**config.mk**
```make
export PLATFORM = sky130hd
export DESIGN_NAME = mult_div_unit
export DESIGN_NICKNAME = d
export VERILOG_FILES = /design/src/rtl/mdu_pkg.sv /design/src/rtl/mult_div_unit.sv
export SDC_FILE = /design/constraint.sdc
export NUM_CORES = 1
export LEC_CHECK = 0
export CAP_MARGIN = 20
export CELL_PAD_IN_SITES_DETAIL_PLACEMENT = 1
export CELL_PAD_IN_SITES_GLOBAL_PLACEMENT = 2
export CORE_MARGIN = 1.5
export CORE_UTILIZATION = 30
export CTS_CLUSTER_DIAMETER = 30
export DETAILED_ROUTE_END_ITERATION = 10
export PLACE_DENSITY = 0.71
export SYNTH_ARGS = -nofsm -noshare
export SYNTH_HDL_FRONTEND = slang
export SYNTH_SLANG_ARGS = --single-unit
```
**constraint.sdc**
```tcl
create_clock -name clk -period 9.3 [get_ports clk]
set_clock_uncertainty 0.2 [all_clocks]
set_input_delay 1.86 -clock clk [delete_from_list [all_inputs] [get_ports clk]]
set_output_delay 1.86 -clock clk [all_outputs]
set_load 0.02 [all_outputs]
```
**src/rtl/mdu_pkg.sv**
```systemverilog
// Shared encodings for the HI/LO multiply-divide unit.
// Also imported by the control decoder.
package mdu_pkg;

  typedef enum logic [1:0] {
    OP_MULT  = 2'b00,
    OP_MULTU = 2'b01,
    OP_DIV   = 2'b10,
    OP_DIVU  = 2'b11
  } op_e;

  typedef enum logic [1:0] {
    S_IDLE   = 2'b00,
    S_RUN    = 2'b01,
    S_FINISH = 2'b10
  } state_e;

  function automatic logic op_is_div(op_e o);
    return (o == OP_DIV) || (o == OP_DIVU);
  endfunction

  function automatic logic op_is_signed(op_e o);
    return (o == OP_MULT) || (o == OP_DIV);
  endfunction

endpackage

```
**src/rtl/mult_div_unit.sv**
```systemverilog
// Iterative HI/LO multiply-divide unit.
// One shift-add or restoring-subtract step per cycle.
module mult_div_unit
  import mdu_pkg::*;
#(
  parameter int WIDTH = 32
) (
  input  logic             clk,
  input  logic             rst,
  input  logic             start,
  input  logic [1:0]       op,
  input  logic [WIDTH-1:0] rs_val,
  input  logic [WIDTH-1:0] rt_val,
  input  logic             cancel,
  input  logic             mthi,
  input  logic             mtlo,
  output logic             busy,
  output logic             done,
  output logic [WIDTH-1:0] hi,
  output logic [WIDTH-1:0] lo
);

  localparam int CW = $clog2(WIDTH) + 1;

  state_e state, state_nx;

  op_e              op_q;
  logic             a_neg;
  logic             b_neg;
  logic [WIDTH-1:0] acc;
  logic [WIDTH-1:0] q;
  logic [WIDTH-1:0] b;
  logic [CW-1:0]    cnt;

  op_e              op_in;
  logic             sgn;
  logic             rs_neg;
  logic             rt_neg;
  logic [WIDTH-1:0] rs_mag;
  logic [WIDTH-1:0] rt_mag;
  logic             last;

  assign op_in  = op_e'(op);
  assign sgn    = op_is_signed(op_in);
  assign rs_neg = sgn & rs_val[WIDTH-1];
  assign rt_neg = sgn & rt_val[WIDTH-1];
  assign rs_mag = rs_neg ? -rs_val : rs_val;
  assign rt_mag = rt_neg ? -rt_val : rt_val;
  assign last   = (cnt == CW'(WIDTH - 1));
  assign busy   = (state != S_IDLE);

  always_ff @(posedge clk or posedge rst) begin
    if (rst) begin
      state <= S_IDLE;
    end else begin
      state <= state_nx;
    end
  end

  always_comb begin
    state_nx = state;
    unique case (state)
      S_IDLE: begin
        if (start) state_nx = S_RUN;
      end
      S_RUN: begin
        if (cancel)    state_nx = S_IDLE;
        else if (last) state_nx = S_FINISH;
      end
      S_FINISH: begin
        state_nx = S_IDLE;
      end
      default: begin
        state_nx = S_IDLE;
      end
    endcase
  end

  // {acc,q} is one shift register: product for
  // multiply, remainder/quotient for divide.
  logic [WIDTH:0] msum;
  logic [WIDTH:0] shl;
  logic [WIDTH:0] diff;
  logic           fits;

  assign msum = {1'b0, acc} + {1'b0, (q[0] ? b : '0)};
  assign shl  = {acc, q[WIDTH-1]};
  assign diff = shl - {1'b0, b};
  assign fits = ~diff[WIDTH];

  logic [2*WIDTH-1:0] prod;
  logic [2*WIDTH-1:0] prod_fix;
  logic [WIDTH-1:0]   quot_fix;
  logic [WIDTH-1:0]   rem_fix;
  logic               divz;

  assign prod     = {acc, q};
  assign prod_fix = (a_neg ^ b_neg) ? -prod : prod;
  assign quot_fix = (a_neg ^ b_neg) ? -q : q;
  assign rem_fix  = a_neg ? -acc : acc;
  assign divz     = (b == '0);

  always_ff @(posedge clk or posedge rst) begin
    if (rst) begin
      op_q  <= OP_MULT;
      a_neg <= 1'b0;
      b_neg <= 1'b0;
      acc   <= '0;
      q     <= '0;
      b     <= '0;
      cnt   <= '0;
      hi    <= '0;
      lo    <= '0;
      done  <= 1'b0;
    end else begin
      done <= 1'b0;
      unique case (state)
        S_IDLE: begin
          if (start) begin
            op_q  <= op_in;
            a_neg <= rs_neg;
            b_neg <= rt_neg;
            acc   <= '0;
            q     <= rs_mag;
            b     <= rt_mag;
            cnt   <= '0;
          end else begin
            if (mthi) hi <= rs_val;
            if (mtlo) lo <= rs_val;
          end
        end
        S_RUN: begin
          if (!cancel) begin
            cnt <= cnt + 1'b1;
            if (op_is_div(op_q)) begin
              acc <= fits ? diff[WIDTH-1:0]
                          : shl[WIDTH-1:0];
              q   <= {q[WIDTH-2:0], fits};
            end else begin
              acc <= msum[WIDTH:1];
              q   <= {msum[0], q[WIDTH-1:1]};
            end
          end
        end
        S_FINISH: begin
          if (!cancel) begin
            done <= 1'b1;
            if (op_is_div(op_q)) begin
              // x/0 leaves the dividend magnitude in acc
              hi <= rem_fix;
              lo <= divz ? '1 : quot_fix;
            end else begin
              hi <= prod_fix[2*WIDTH-1:WIDTH];
              lo <= prod_fix[WIDTH-1:0];
            end
          end
        end
        default: begin
        end
      endcase
    end
  end

endmodule

```
==> flow_summary.json, run 1 <==
{
  "synthCells": 1827,
  "cts_setup_buffers": 0,
  "arrival_ps": 5120,
  "switching_power_mw": 2.39,
  "cp_max_fo": 26,
  "dieWidth_um": 220,
  "syn_area_mm2": 0.0142,
  "period_minus_slack_ps": 4960,
  "drv_cap": 0,
  "power_density_mw_per_mm2": 293,
  "dp.cells": 2482,
  "num_vias": 13742,
  "startpoint_type": "flip-flop",
  "overflow": 0,
  "yosysWarnings": 0,
  "core_area_mm2": 0.0466,
  "worstHoldPathType": "flip-flop to flip-flop",
  "clkLatencyLatePin_ps": 470,
  "wirelength_um": 57200,
  "crit_type": "flip-flop to flip-flop",
  "io_buffers": 137,
  "path_cells": "inv_1 -> ha_1 -> fa_1 -> nor2b_1 -> o31ai_1 -> a21oi_1 -> o311ai_0 -> a211o_1 -> nand4_1 -> nand3_2 -> buf_4 -> mux2_2 -> a21oi_1 -> nor2_1",
  "rsz0062_at_grt": "no",
  "layoutNonFillerInstCount": 2514,
  "grt_antenna_before_repair": 0,
  "nets": 2037,
  "slowest_delay_ps": 830,
  "tightest_slew_ps": 1080,
  "cts.hold.buffers_added": 0,
  "avgSynthCellArea_um2": 7.75,
  "cp_slowest_cell": "o311ai_0",
  "leakage_nw": 6.89,
  "end_kind": "flip-flop",
  "synth-seq-area-share_pct": 30.4,
  "final_cell_mix": "243 x nand2_1, 227 x o21ai_0, 171 x dfrtp_1",
  "share_comb_of_total_power_pct": 57.3,
  "power_mw": 4.88,
  "syn_nets": 1970,
  "numCtsBuffers": 17,
  "final_common_cell": "nand2_1",
  "synth_enable_flop_cells": 0,
  "dpl.hpwl_um": 44300,
  "grt_pass1_vias": 14095,
  "synthFlopType": "dfrtp_1",
  "cts_buffer_depth": 2,
  "root_buffer": "clkbuf_16",
  "outcome": "completed",
  "async_flop_share_pct": 100,
  "maxSlewViolCount": 0,
  "switching_share_pct": 49.0,
  "period_share_pct": 53.3,
  "fillers": 5636,
  "seq_power_share_pct": 27.4,
  "start_util_pct": 30.4,
  "grt_usage_pct": 24.1,
  "viasPerCell": 5.47,
  "dr.pass1.iters": 5,
  "setup_viol": 0,
  "diodes": 0,
  "slew_headroom_pct": 27.9,
  "hold_slack_ps": 279,
  "peakVddDrop_mv": 0.145,
  "synthToLayoutAreaGrowth_pct": 17.6,
  "fp.dieArea_mm2": 0.0485,
  "grt_pass1_wl_um": 87900,
  "wl_per_cell_um": 22.8,
  "pwr-share-clk_pct": 15.4,
  "drtAntennaViolNets": 0,
  "die_y_um": 220,
  "multi_input_area_mm2": 0.00923,
  "regArea_mm2": 0.00431,
  "finalHoldViolCount": 0,
  "grt_max_degree": 80,
  "critPathMostFrequentCell": "a21oi_1",
  "num_rows": 79,
  "gp_congestion": 0.883,
  "post-route-util_pct": 35.8,
  "drc_errors": 0,
  "yosysUniqueCellTypes": 73,
  "cts_resized": 0,
  "drtIter0Drc": 975,
  "internal_power_mw": 2.49,
  "cp_top_family": "compound AO/OA/AOI/OAI gates",
  "cts_tree": "done",
  "htreeDepth": 4,
  "fin_tns_setup_ps": 0,
  "layout-drive-gt1-share_pct": 4.46,
  "ys_ff_latch": 172,
  "cts.sinks": 172,
  "clkTransAtPathRegs_ps": 70,
  "worstPathBufferInverterCount": 2,
  "required_ps": 9460,
  "io-pin-count": 138,
  "fmax_mhz": 202
}
[cells by family after synthesis]
kind of cell | share of synthesized area [%]
flops | 30.4
xor+xnor | 10.8
mux | 4.15
compound gates | 23.7
simple gates | 19.9
buf+inv | 4.68
fa+ha+maj | 6.38
[flip-flops by register name, summed over array words and instances (netlist names)]
signal and cells:
q 32, done 1, a_neg 1, b 32, acc 32, b_neg 1
lo 32, state 2, cnt 6, op_q 1, hi 32
[metal layers]
metal | track usage (%) | routed length [um]
met2 | 39.9 | 26600
met1 | 33.3 | 27700
met4 | 6.33 | 1090
met3 | 2.61 | 1840
met5 | 0 | 0
[stage by stage]
stage	instance area, um^2	setup slack (ps)
floorplan	14200	2580
global placement	16100	3920
detailed placement	16100	3870
CTS	16700	4380
global route	16700	3990
finish	16700	4340
[power groups by stage]
stage | logic, mW | registers [mW] | clock network, mW
6_report | 2.80 | 1.34 | 0.752
5_1_grt | 3.10 | 1.37 | 0.794
4_1_cts | 2.80 | 1.33 | 0.773
3_5_place_dp | 2.78 | 1.35 | 0
3_3_place_gp | 2.74 | 1.34 | 0
2_1_floorplan | 1.96 | 1.22 | 0
[synth_stat cells (15+ instances only)]
master	number	area (um^2)
inv_1	64	240
o21ai_0	227	1140
nor2_1	149	559
clkbuf_1	95	357
nand3_1	32	160
or3_1	19	119
xor2_1	82	718
nand2_1	244	916
mux2i_1	52	521
a21oi_1	144	721
o31ai_1	25	188
xnor2_1	93	815
dfrtp_1	172	4300
ha_1	69	863
nor2b_1	16	100
nor4_1	25	156
nor3_1	41	205
nand2b_1	22	138
a21o_1	15	113
o22ai_1	30	188
[final cells by class]
cell class | count | share of cell area, %
multi-input combinational | 1480 | 55.4
sequential | 172 | 25.8
timing repair buffer | 159 | 9.22
tap | 607 | 4.56
clock buffer | 19 | 2.66
inverter | 64 | 1.47
clock inverter | 13 | 0.841
[final timing paths]
kind	cells after the start	to	slack [ps]	from
min in group asynchronous	2	b[1]	1710	rst
worst max register to register	14	acc[4]	4340	q[31]
worst max-delay path	14	acc[4]	4340	q[31]
worst min-delay path	2	hi[21]	280	hi[21]
max in group asynchronous	3	q[16]	5780	rst
worst min register to register	2	hi[21]	280	hi[21]
[worst register-to-register path, stage by stage, from the launching register on]
cell	delay [ps]
dfrtp_1	460
inv_1	150
ha_1	200
fa_1	220
nor2b_1	80
o31ai_1	610
a21oi_1	230
o311ai_0	830
a211o_1	290
nand4_1	150
nand3_2	360
buf_4	470
mux2_2	400
a21oi_1	140
nor2_1	50
Power figures use the tool's default switching activity.
==> run 2, diff against run 1 <==
--- a/config.mk
+++ b/config.mk
@@ -12,7 +12,7 @@
 export CORE_UTILIZATION = 30
 export CTS_CLUSTER_DIAMETER = 30
 export DETAILED_ROUTE_END_ITERATION = 10
-export PLACE_DENSITY = 0.71
+export PLACE_DENSITY = 0.74
 export SYNTH_ARGS = -nofsm -noshare
 export SYNTH_HDL_FRONTEND = slang
 export SYNTH_SLANG_ARGS = --single-unit
==> constraint.sdc (replaced) <==
create_clock -name clk -period 4.36 [get_ports clk]
set_clock_uncertainty 0.2 [all_clocks]
set_input_delay 0.872 -clock clk [delete_from_list [all_inputs] [get_ports clk]]
set_output_delay 0.872 -clock clk [all_outputs]
set_load 0.02 [all_outputs]
==> run 2 against run 1 <==
Net effect:
- sequential power grew 99%
- utilization increased by 1.3 points
- design area rose by 3.6%
- critical path type unchanged
- largest power group unchanged
==> flow_summary.json, run 2 (synthesized netlist as in run 1, its figures left out) <==
{
  "outcome": "completed",
  "diodes": 0,
  "regToRegSetupSlack_ps": 310,
  "period_share_pct": 92.8,
  "die_y_um": 220,
  "io_buffers": 137,
  "slew_headroom_pct": 32.1,
  "maxSlewViolCount": 0,
  "layoutNonFillerInstCount": 2580,
  "grt_max_degree": 66,
  "numCtsBuffers": 17,
  "end_kind": "flip-flop",
  "tightest_slew_ps": 1020,
  "finalHoldViolCount": 0,
  "hold_depth": 2,
  "num_rows": 79,
  "dp.cells": 2547,
  "leakage_nw": 7.24,
  "startpoint_type": "flip-flop",
  "fillers": 5617,
  "power_mw": 10.7,
  "hold_path_end": "hi[14]",
  "share_comb_of_total_power_pct": 59.9,
  "arrival_ps": 4210,
  "grt_pass1_vias": 14418,
  "layout-drive-gt1-share_pct": 7.70,
  "worstHoldStart": "hi[14]",
  "cts_buffer_depth": 2,
  "drv_cap": 0,
  "drtAntennaViolNets": 0,
  "cts_setup_buffers": 0,
  "period_minus_slack_ps": 4050,
  "slowest_delay_ps": 510,
  "drtIter0Drc": 920,
  "required_ps": 4520,
  "power_density_mw_per_mm2": 620,
  "drc_errors": 0,
  "grt_antenna_before_repair": 1,
  "grt_usage_pct": 24.1,
  "worstHoldPathType": "flip-flop to flip-flop",
  "hold_slack_ps": 281,
  "r2r-end": "acc[4]",
  "cp_slowest_cell": "dfrtp_1",
  "setup_viol": 0,
  "viasPerCell": 5.47,
  "cts.sinks": 172,
  "fmax_mhz": 247,
  "wl_per_cell_um": 22.2,
  "fin_tns_setup_ps": 0,
  "synthToLayoutAreaGrowth_pct": 21.8,
  "fp.dieArea_mm2": 0.0485,
  "cts_tree": "done",
  "peakVddDrop_mv": 0.274,
  "internal_power_mw": 5.54,
  "path_cells": "inv_1 -> fa_1 -> nor2b_1 -> o31ai_1 -> a21oi_1 -> o311ai_0 -> buf_4 -> a211o_1 -> a211o_1 -> nand3_2 -> buf_12 -> mux2_2 -> a21oi_1 -> nor2_1",
  "clkLatencyLatePin_ps": 470,
  "crit_type": "flip-flop to flip-flop",
  "core_area_mm2": 0.0466,
  "final_cell_mix": "243 x nand2_1, 227 x o21ai_0, 171 x dfrtp_1",
  "top_usage_layer": "met2",
  "wirelength_um": 57200,
  "dpl.hpwl_um": 45000,
  "start_util_pct": 30.4,
  "final_common_cell": "nand2_1",
  "grt_pass1_wl_um": 88700,
  "cp_max_fo": 19,
  "io-pin-count": 138,
  "dr.pass1.iters": 5,
  "pwr-share-clk_pct": 15.2,
  "rsz0062_at_grt": "no",
  "clkTransAtPathRegs_ps": 70,
  "cts_resized": 0,
  "nets": 2103,
  "r2r_cells": 14,
  "num_vias": 14124,
  "overflow": 0,
  "grtUsageMet1_pct": 32.8,
  "root_buffer": "clkbuf_16",
  "grtUsageMet2_pct": 39.5,
  "fin_area_mm2": 0.0173,
  "htreeDepth": 4,
  "switching_share_pct": 48.2,
  "dieWidth_um": 220,
  "seq_power_share_pct": 24.9,
  "cts.hold.buffers_added": 0,
  "grt_use_met3_pct": 3.02,
  "switching_power_mw": 5.15,
  "r2r_start": "acc[0]",
  "gp_congestion": 0.885,
  "dpl-instance-area_mm2": 0.0166
}
## run 2: changes by cell type in the layout (fill, tap and decap cells not counted)
cell	before	now
a2111oi_1	0	1
buf_4	22	81
xor2_2	0	1
buf_12	0	7
xor2_1	82	81
inv_8	0	1
clkbuf_1	1	0
clkinvlp_4	1	3
nor2_1	147	148
a2111oi_0	3	2
clkinv_2	4	2
nor2_2	1	0
## run 2: stage by stage
stage	setup slack (ps)	util (%)
after floorplan	702	-
after global placement	121	35.7
after detailed placement	58.3	35.7
after CTS	275	37.0
after global routing	49.4	37.1
final	312	37.1
## run 2: final cells by class
| cell class | instances | area, um^2 | share of cell area (%) |
|---|---|---|---|
| repair buffers | 225 | 2120 | 12.3 |
| clock inverters | 14 | 158 | 0.914 |
| flip-flops and latches | 172 | 4310 | 24.9 |
| inverters | 64 | 244 | 1.41 |
| well taps | 607 | 759 | 4.40 |
| clock buffers | 18 | 439 | 2.54 |
| multi-input cells | 1480 | 9230 | 53.5 |
## run 2: metal layers
metal	vias up	share of wire, %
met1	6968	47
met5	-	0.017
met3	53	4.0
li1	6788	-
met4	2	2.6
met2	313	46
## run 2: how the worst max path moves through the flow
stage / depth (start not counted) / slack [ps] / end / start
3_5_place_dp: 11 / 60 / b[29] / rt_val[8]
5_1_grt: 15 / 50 / acc[25] / q[0]
3_3_place_gp: 11 / 120 / b[27] / rt_val[9]
6_report: 14 / 310 / acc[4] / acc[0]
2_1_floorplan: 10 / 700 / b[29] / rt_val[8]
4_1_cts: 15 / 280 / acc[25] / q[0]
## run 2: power by group through the flow
stage	Clock (mW)	Combinational, mW	Sequential (mW)
6_report	1.63	6.40	2.66
5_1_grt	1.73	7.04	2.73
4_1_cts	1.67	6.38	2.65
3_5_place_dp	0	6.36	2.68
3_3_place_gp	0	6.24	2.67
2_1_floorplan	0	4.19	2.60
## run 2: worst max-delay path: cells and delay by family, from the launching register on
| kind | cells | cell delay [ps] |
|---|---|---|
| AOI/OAI and AO/OA | 6 | 1440 |
| buffers and inverters | 3 | 560 |
| DFF | 1 | 510 |
| adders and majority gates | 1 | 460 |
| and+or+nand+nor | 3 | 430 |
| muxes | 1 | 350 |
==> RTL change 1 (config.mk and constraints of run 2) <==
Add an input register stage for `rt_val`; this delays it by one clock. The other inputs are not delayed to match.
--- a/src/rtl/mult_div_unit.sv
+++ b/src/rtl/mult_div_unit.sv
@@ -22,6 +22,12 @@
 
   localparam int CW = $clog2(WIDTH) + 1;
 
+  logic [WIDTH-1:0] rt_val_q;
+
+  always_ff @(posedge clk) begin
+    rt_val_q <= rt_val;
+  end
+
   state_e state, state_nx;
 
   op_e              op_q;
@@ -43,9 +49,9 @@
   assign op_in  = op_e'(op);
   assign sgn    = op_is_signed(op_in);
   assign rs_neg = sgn & rs_val[WIDTH-1];
-  assign rt_neg = sgn & rt_val[WIDTH-1];
+  assign rt_neg = sgn & rt_val_q[WIDTH-1];
   assign rs_mag = rs_neg ? -rs_val : rs_val;
-  assign rt_mag = rt_neg ? -rt_val : rt_val;
+  assign rt_mag = rt_neg ? -rt_val_q : rt_val_q;
   assign last   = (cnt == CW'(WIDTH - 1));
   assign busy   = (state != S_IDLE);
 
Formal check against the unedited RTL: no difference found for any inputs over 4 cycles, from zero or initial values and one cycle with rst high; that may be too few to reach the edited logic, so the function may still have changed.
==> RTL change 1 against run 2 <==
Final area up 17%; total power up 40%; synthesized area up 7.6%; fmax up 1.5%; routed wire length up 10%; combinational power up 4.7%; critical path type unchanged; clock power rose to 3.2 times the old value; sequential cell count up 32; worst setup slack better by 0.059 ns; final cell count up 9.1%; hold slack worse by 0.0068 ns.
==> RTL change 1: results (changes against run 2) <==
### Critical path
• delay of the slowest critical-path stage: 0.49 ns, -0.02 ns
• Worst R2R Setup Slack: 0.37 ns, +0.06 ns
• cell depth of the worst flop-to-flop path: 14, unchanged
• Max Fanout on Critical Path: 18, -1
• launch point of the worst path: q[0]
• crit path DAT: 4.22 ns, about the same
• worst setup path endpoint: acc[29]

### Drt
• drt pass-1 iters: 5, unchanged
• met2 layer wire length in the routed design: 30.15 mm, +15%
• First DRT Iteration DRCs: 926, +0.65%
• wire length on met1: 27.44 mm, +1.2%
• vias after detailed routing: 15420, +9.2%
• average routed wire per standard cell: 22.44 microns, +1.3%
• Routed met3 length: 2.683 mm, +18%
• highest metal layer used by the detailed router: met4

### Synthesis
• complex-gate fraction of the synthesized area: 23.60%, -0.12 points
• most instantiated cells after synthesis: nand2_1 (236), o21ai_0 (213), dfrtp_1 (172)
• sequential area share after synthesis: 32.45%, +2.1 points
• leading cell types by total area after synthesis: dfrtp_1 (28%), o21ai_0 (7.0%), nand2_1 (5.8%)
• post-synthesis cell type count: 82, +12%
• fraction of synthesized cell area in xor and xnor cells: 10.06%, -0.76 points
• total nets after synthesis: 2061, +4.6%
• Post-synth ARST share: 84.31%, -16 points
• Adder-Cell Fraction of Synth Area: 5.928%, -0.45 points
• proportion of synthesized area in mux cells: 3.087%, -1.1 points
• number of synthesis warnings: 0, unchanged

### Global routing
• GR Layer Usage met2: 40.05%, +0.55 points
• global routing usage summed across all routing layers: 23.91%, -0.15 points
• GR Util met3: 3.942%, +0.92 points
• Global Route met1 Usage: 29.97%, -2.9 points
• global-route wire length before repair: 96.60 mm, +8.9%
• maximum number of pins on one net before global-route repair: 127, +92%
• via count of the first global-routing pass: 16080, +12%
• initial antenna violation count: 0, -1

### Finish
• ANT cells: 0, unchanged
• # fillers: 5838, +3.9%
• Layout Nets: 2232, +6.1%
• fraction of final layout cells sized beyond drive strength 1: 10.74%, +3.0 points

### Min path
• worst-case hold path end point: lo[19]
• Hold Path Origin: lo[19]

### Power and ir drop
• Lkg Pwr: 0.008771 uW, +21%
• worst vdd ir: 0.3384 mV, +23%

### CTS
• latest clock arrival within the worst-skew pair: 0.58 ns, +0.11 ns
• H-tree levels: 3, -1
• CTS clock-pin slew for the worst setup and hold paths: 0.04 ns, -0.03 ns
• clk root buf: clkbuf_16
• clock buffer depth: 3, +1
• clock buffer count from CTS: 68, +51

### Place
• routability congestion estimate from global placement: 0.8745, -1.2%
• count of port buffers added during placement: 137, unchanged
• dpl hpwl: 47.19 mm, +4.9%

### Timing
• Max-slew headroom: 26.20%, -5.9 points

### Run status
• status: finished, final reports clean

## RTL change 1: cell type report
class	instances	area [sq um]	area share, %
multi-input cells	1531	9607	47.70
flip-flops and latches	204	4949	24.57
clock buffers	100	2054	10.20
repair buffers	215	2019	10.03
well taps	672	840.8	4.175
clock inverters	23	405.4	2.013
inverters	69	262.8	1.305
## RTL change 1: through the flow
stage	setup WS (ns)	total power, uW	instances	cell area, sq um	hold WS, ns
after detailed placement	0.2854	9638	2691	17670	0.2647
after CTS	0.3372	14970	2814	20130	0.2712
after global routing	0.008106	15810	2814	20140	0.3048
final	0.3708	14920	2814	20140	0.2746
after floorplan	0.8575	7266	1918	15240	0.2389
after global placement	0.3390	9529	2691	17670	0.2482
## RTL change 1: power breakdown
part	internal (uW)	total [uW]	switching, uW
clock	3810	5220	1410
sequential	2360	3010	645
combinational	2700	6700	3990
total	8870	14900	6050
## RTL change 1: timing repair
action / CTS / global route
gates resized for setup: 0 / 1
endpoints found under the setup margin: 0 / 1
hold buffers: 0 / 0
==> RTL change 2 (config.mk and constraints of run 2) <==
Without the edit above. The parameter `WIDTH` goes from 32 to 16.
--- a/src/rtl/mult_div_unit.sv
+++ b/src/rtl/mult_div_unit.sv
@@ -3,7 +3,7 @@
 module mult_div_unit
   import mdu_pkg::*;
 #(
-  parameter int WIDTH = 32
+  parameter int WIDTH = 16
 ) (
   input  logic             clk,
   input  logic             rst,
Interface: changed (resized hi, lo, rs_val and rt_val); port bits go from 138 to 74. No check against the original RTL was run, so the function may have changed too.
==> RTL change 2 against run 2 <==
Fmax up 15%; total power down 50%; sequential power down 46%; count of clock-buffer cells in the layout down 9; sequential cell count down 81; final area down 49%; highest routed layer is now met4; non-clock buffer count down 140; combinational power down 53%; critical path depth down 2; clock power down 46%; routed wire length down 56%; synthesized area down 48%; worst setup slack better by 0.54 ns.
==> RTL change 2: results (changes against run 2) <==
### CTS
• H-tree levels: 3, -1
• latest clock arrival within the worst-skew pair: 0.36 ns, -0.11 ns
• sink count of the clock tree: 91, -47%

### Min path
• Hold Path Origin: lo[8]
• worst-case hold path end point: lo[8]

### Finish
• final instance count without filler cells: 1303, -49%
• clock buffer count: 9, -9
• post-synthesis to final-layout area growth: 19.06%
• fraction of final layout cells sized beyond drive strength 1: 5.312%, -2.4 points
• # fillers: 2960, -47%
• area of the multi-input gates: 4727 sq um, -49%
• nonclk inv count: 37, -42%
• count of non-CTS buffers in the layout: 85, -62%
• Clock buffers and inverters, area share: 3.644%, +0.19 points
• Layout Nets: 1054, -50%
• FF/Latch Area: 2277 sq um, -47%
• signal buffers share of area: 9.783%, -2.5 points

### Place
• routability congestion estimate from global placement: 0.8352, -5.6%
• DP Cell Count: 1286, -50%
• count of port buffers added during placement: 73, -47%
• setup slack at placement: 0.7468 ns, +0.6885 ns
• dpl hpwl: 19.49 mm, -57%

### Synthesis
• sequential area share after synthesis: 31.08%, +0.70 points
• most used flip-flop cell after synthesis: dfrtp_1
• post-synthesis cell type count: 69, -5.5%
• Avg Inst Size Synth: 7.937 sq um, +2.4%
• proportion of synthesized area in mux cells: 4.048%, -0.10 points
• complex-gate fraction of the synthesized area: 23.55%, -0.17 points
• leading cell types by total area after synthesis: dfrtp_1 (31%), o21ai_0 (6.6%), ha_1 (6.5%)
• fraction of synthesized cell area in xor and xnor cells: 8.728%, -2.1 points
• most instantiated cells after synthesis: nand2_1 (116), nor2_1 (100), o21ai_0 (97)
• total nets after synthesis: 1003, -49%

### Drt
• First DRT Iteration DRCs: 355, -61%
• average routed wire per standard cell: 19.36 microns, -13%
• vias after detailed routing: 6864, -51%

### Critical path
• reg2reg end: acc[13]
• cell depth of the worst flop-to-flop path: 12, -2
• Max Fanout on Critical Path: 7, -12
• Worst R2R Setup Slack: 0.85 ns, +0.54 ns
• launch point of the worst path: q[0]

### Global routing
• maximum number of pins on one net before global-route repair: 53, -20%
• initial antenna violation count: 0, -1
• via count of the first global-routing pass: 7057, -51%
• global-route wire length before repair: 40.32 mm, -55%
• global routing usage summed across all routing layers: 20.22%, -3.8 points

### Timing
• Max-slew headroom: 30.86%, -1.2 points
• Final Worst Setup Slack: 0.8532 ns, +0.5412 ns
• smallest hold slack: 0.2761 ns, -0.005317 ns

### Power and ir drop
• worst vdd ir: 0.1814 mV, -34%

### Run status
• status: finished, final reports clean

### Floorplan
• core region area: 24110 sq um, -48%

==> RTL change 2: cell count changes after synthesis, sizes merged, moves of 27 or more <==
cell and delta:
clkbuf -57, ha -31, o21ai -115, nor2 -49, dfrtp -81, mux2i -28
a21oi -92, nand2 -129, xor2 -51, inv -27, xnor2 -51
==> RTL change 2: layer usage <==
metal,vias up,share of wire [%],track usage (%)
met1,3304,50,28.14
met3,19,5.1,4.220
met5,-,0,0
met4,0,1.6,5.703
met2,147,43,31.60
li1,3394,-,-
==> RTL change 2: cells by family (layout without fill, tap and decap cells) <==
logic type / after synthesis / in the layout
multiplexers: 28 / 28
flip-flops: 91 / 91
buffers and inverters: 82 / 138
AO/OA/AOI/OAI: 275 / 275
adder cells (fa/ha/maj): 40 / 40
AND/OR/NAND/NOR: 334 / 334
XOR/XNOR: 73 / 73
==> RTL change 2: power by group <==
part           switching, uW  total [uW]  leakage (uW)  internal [uW]
clock network            375         876      0.000147            501
logic                   1710        3000       0.00238           1280
registers                369        1440       0.00114           1070
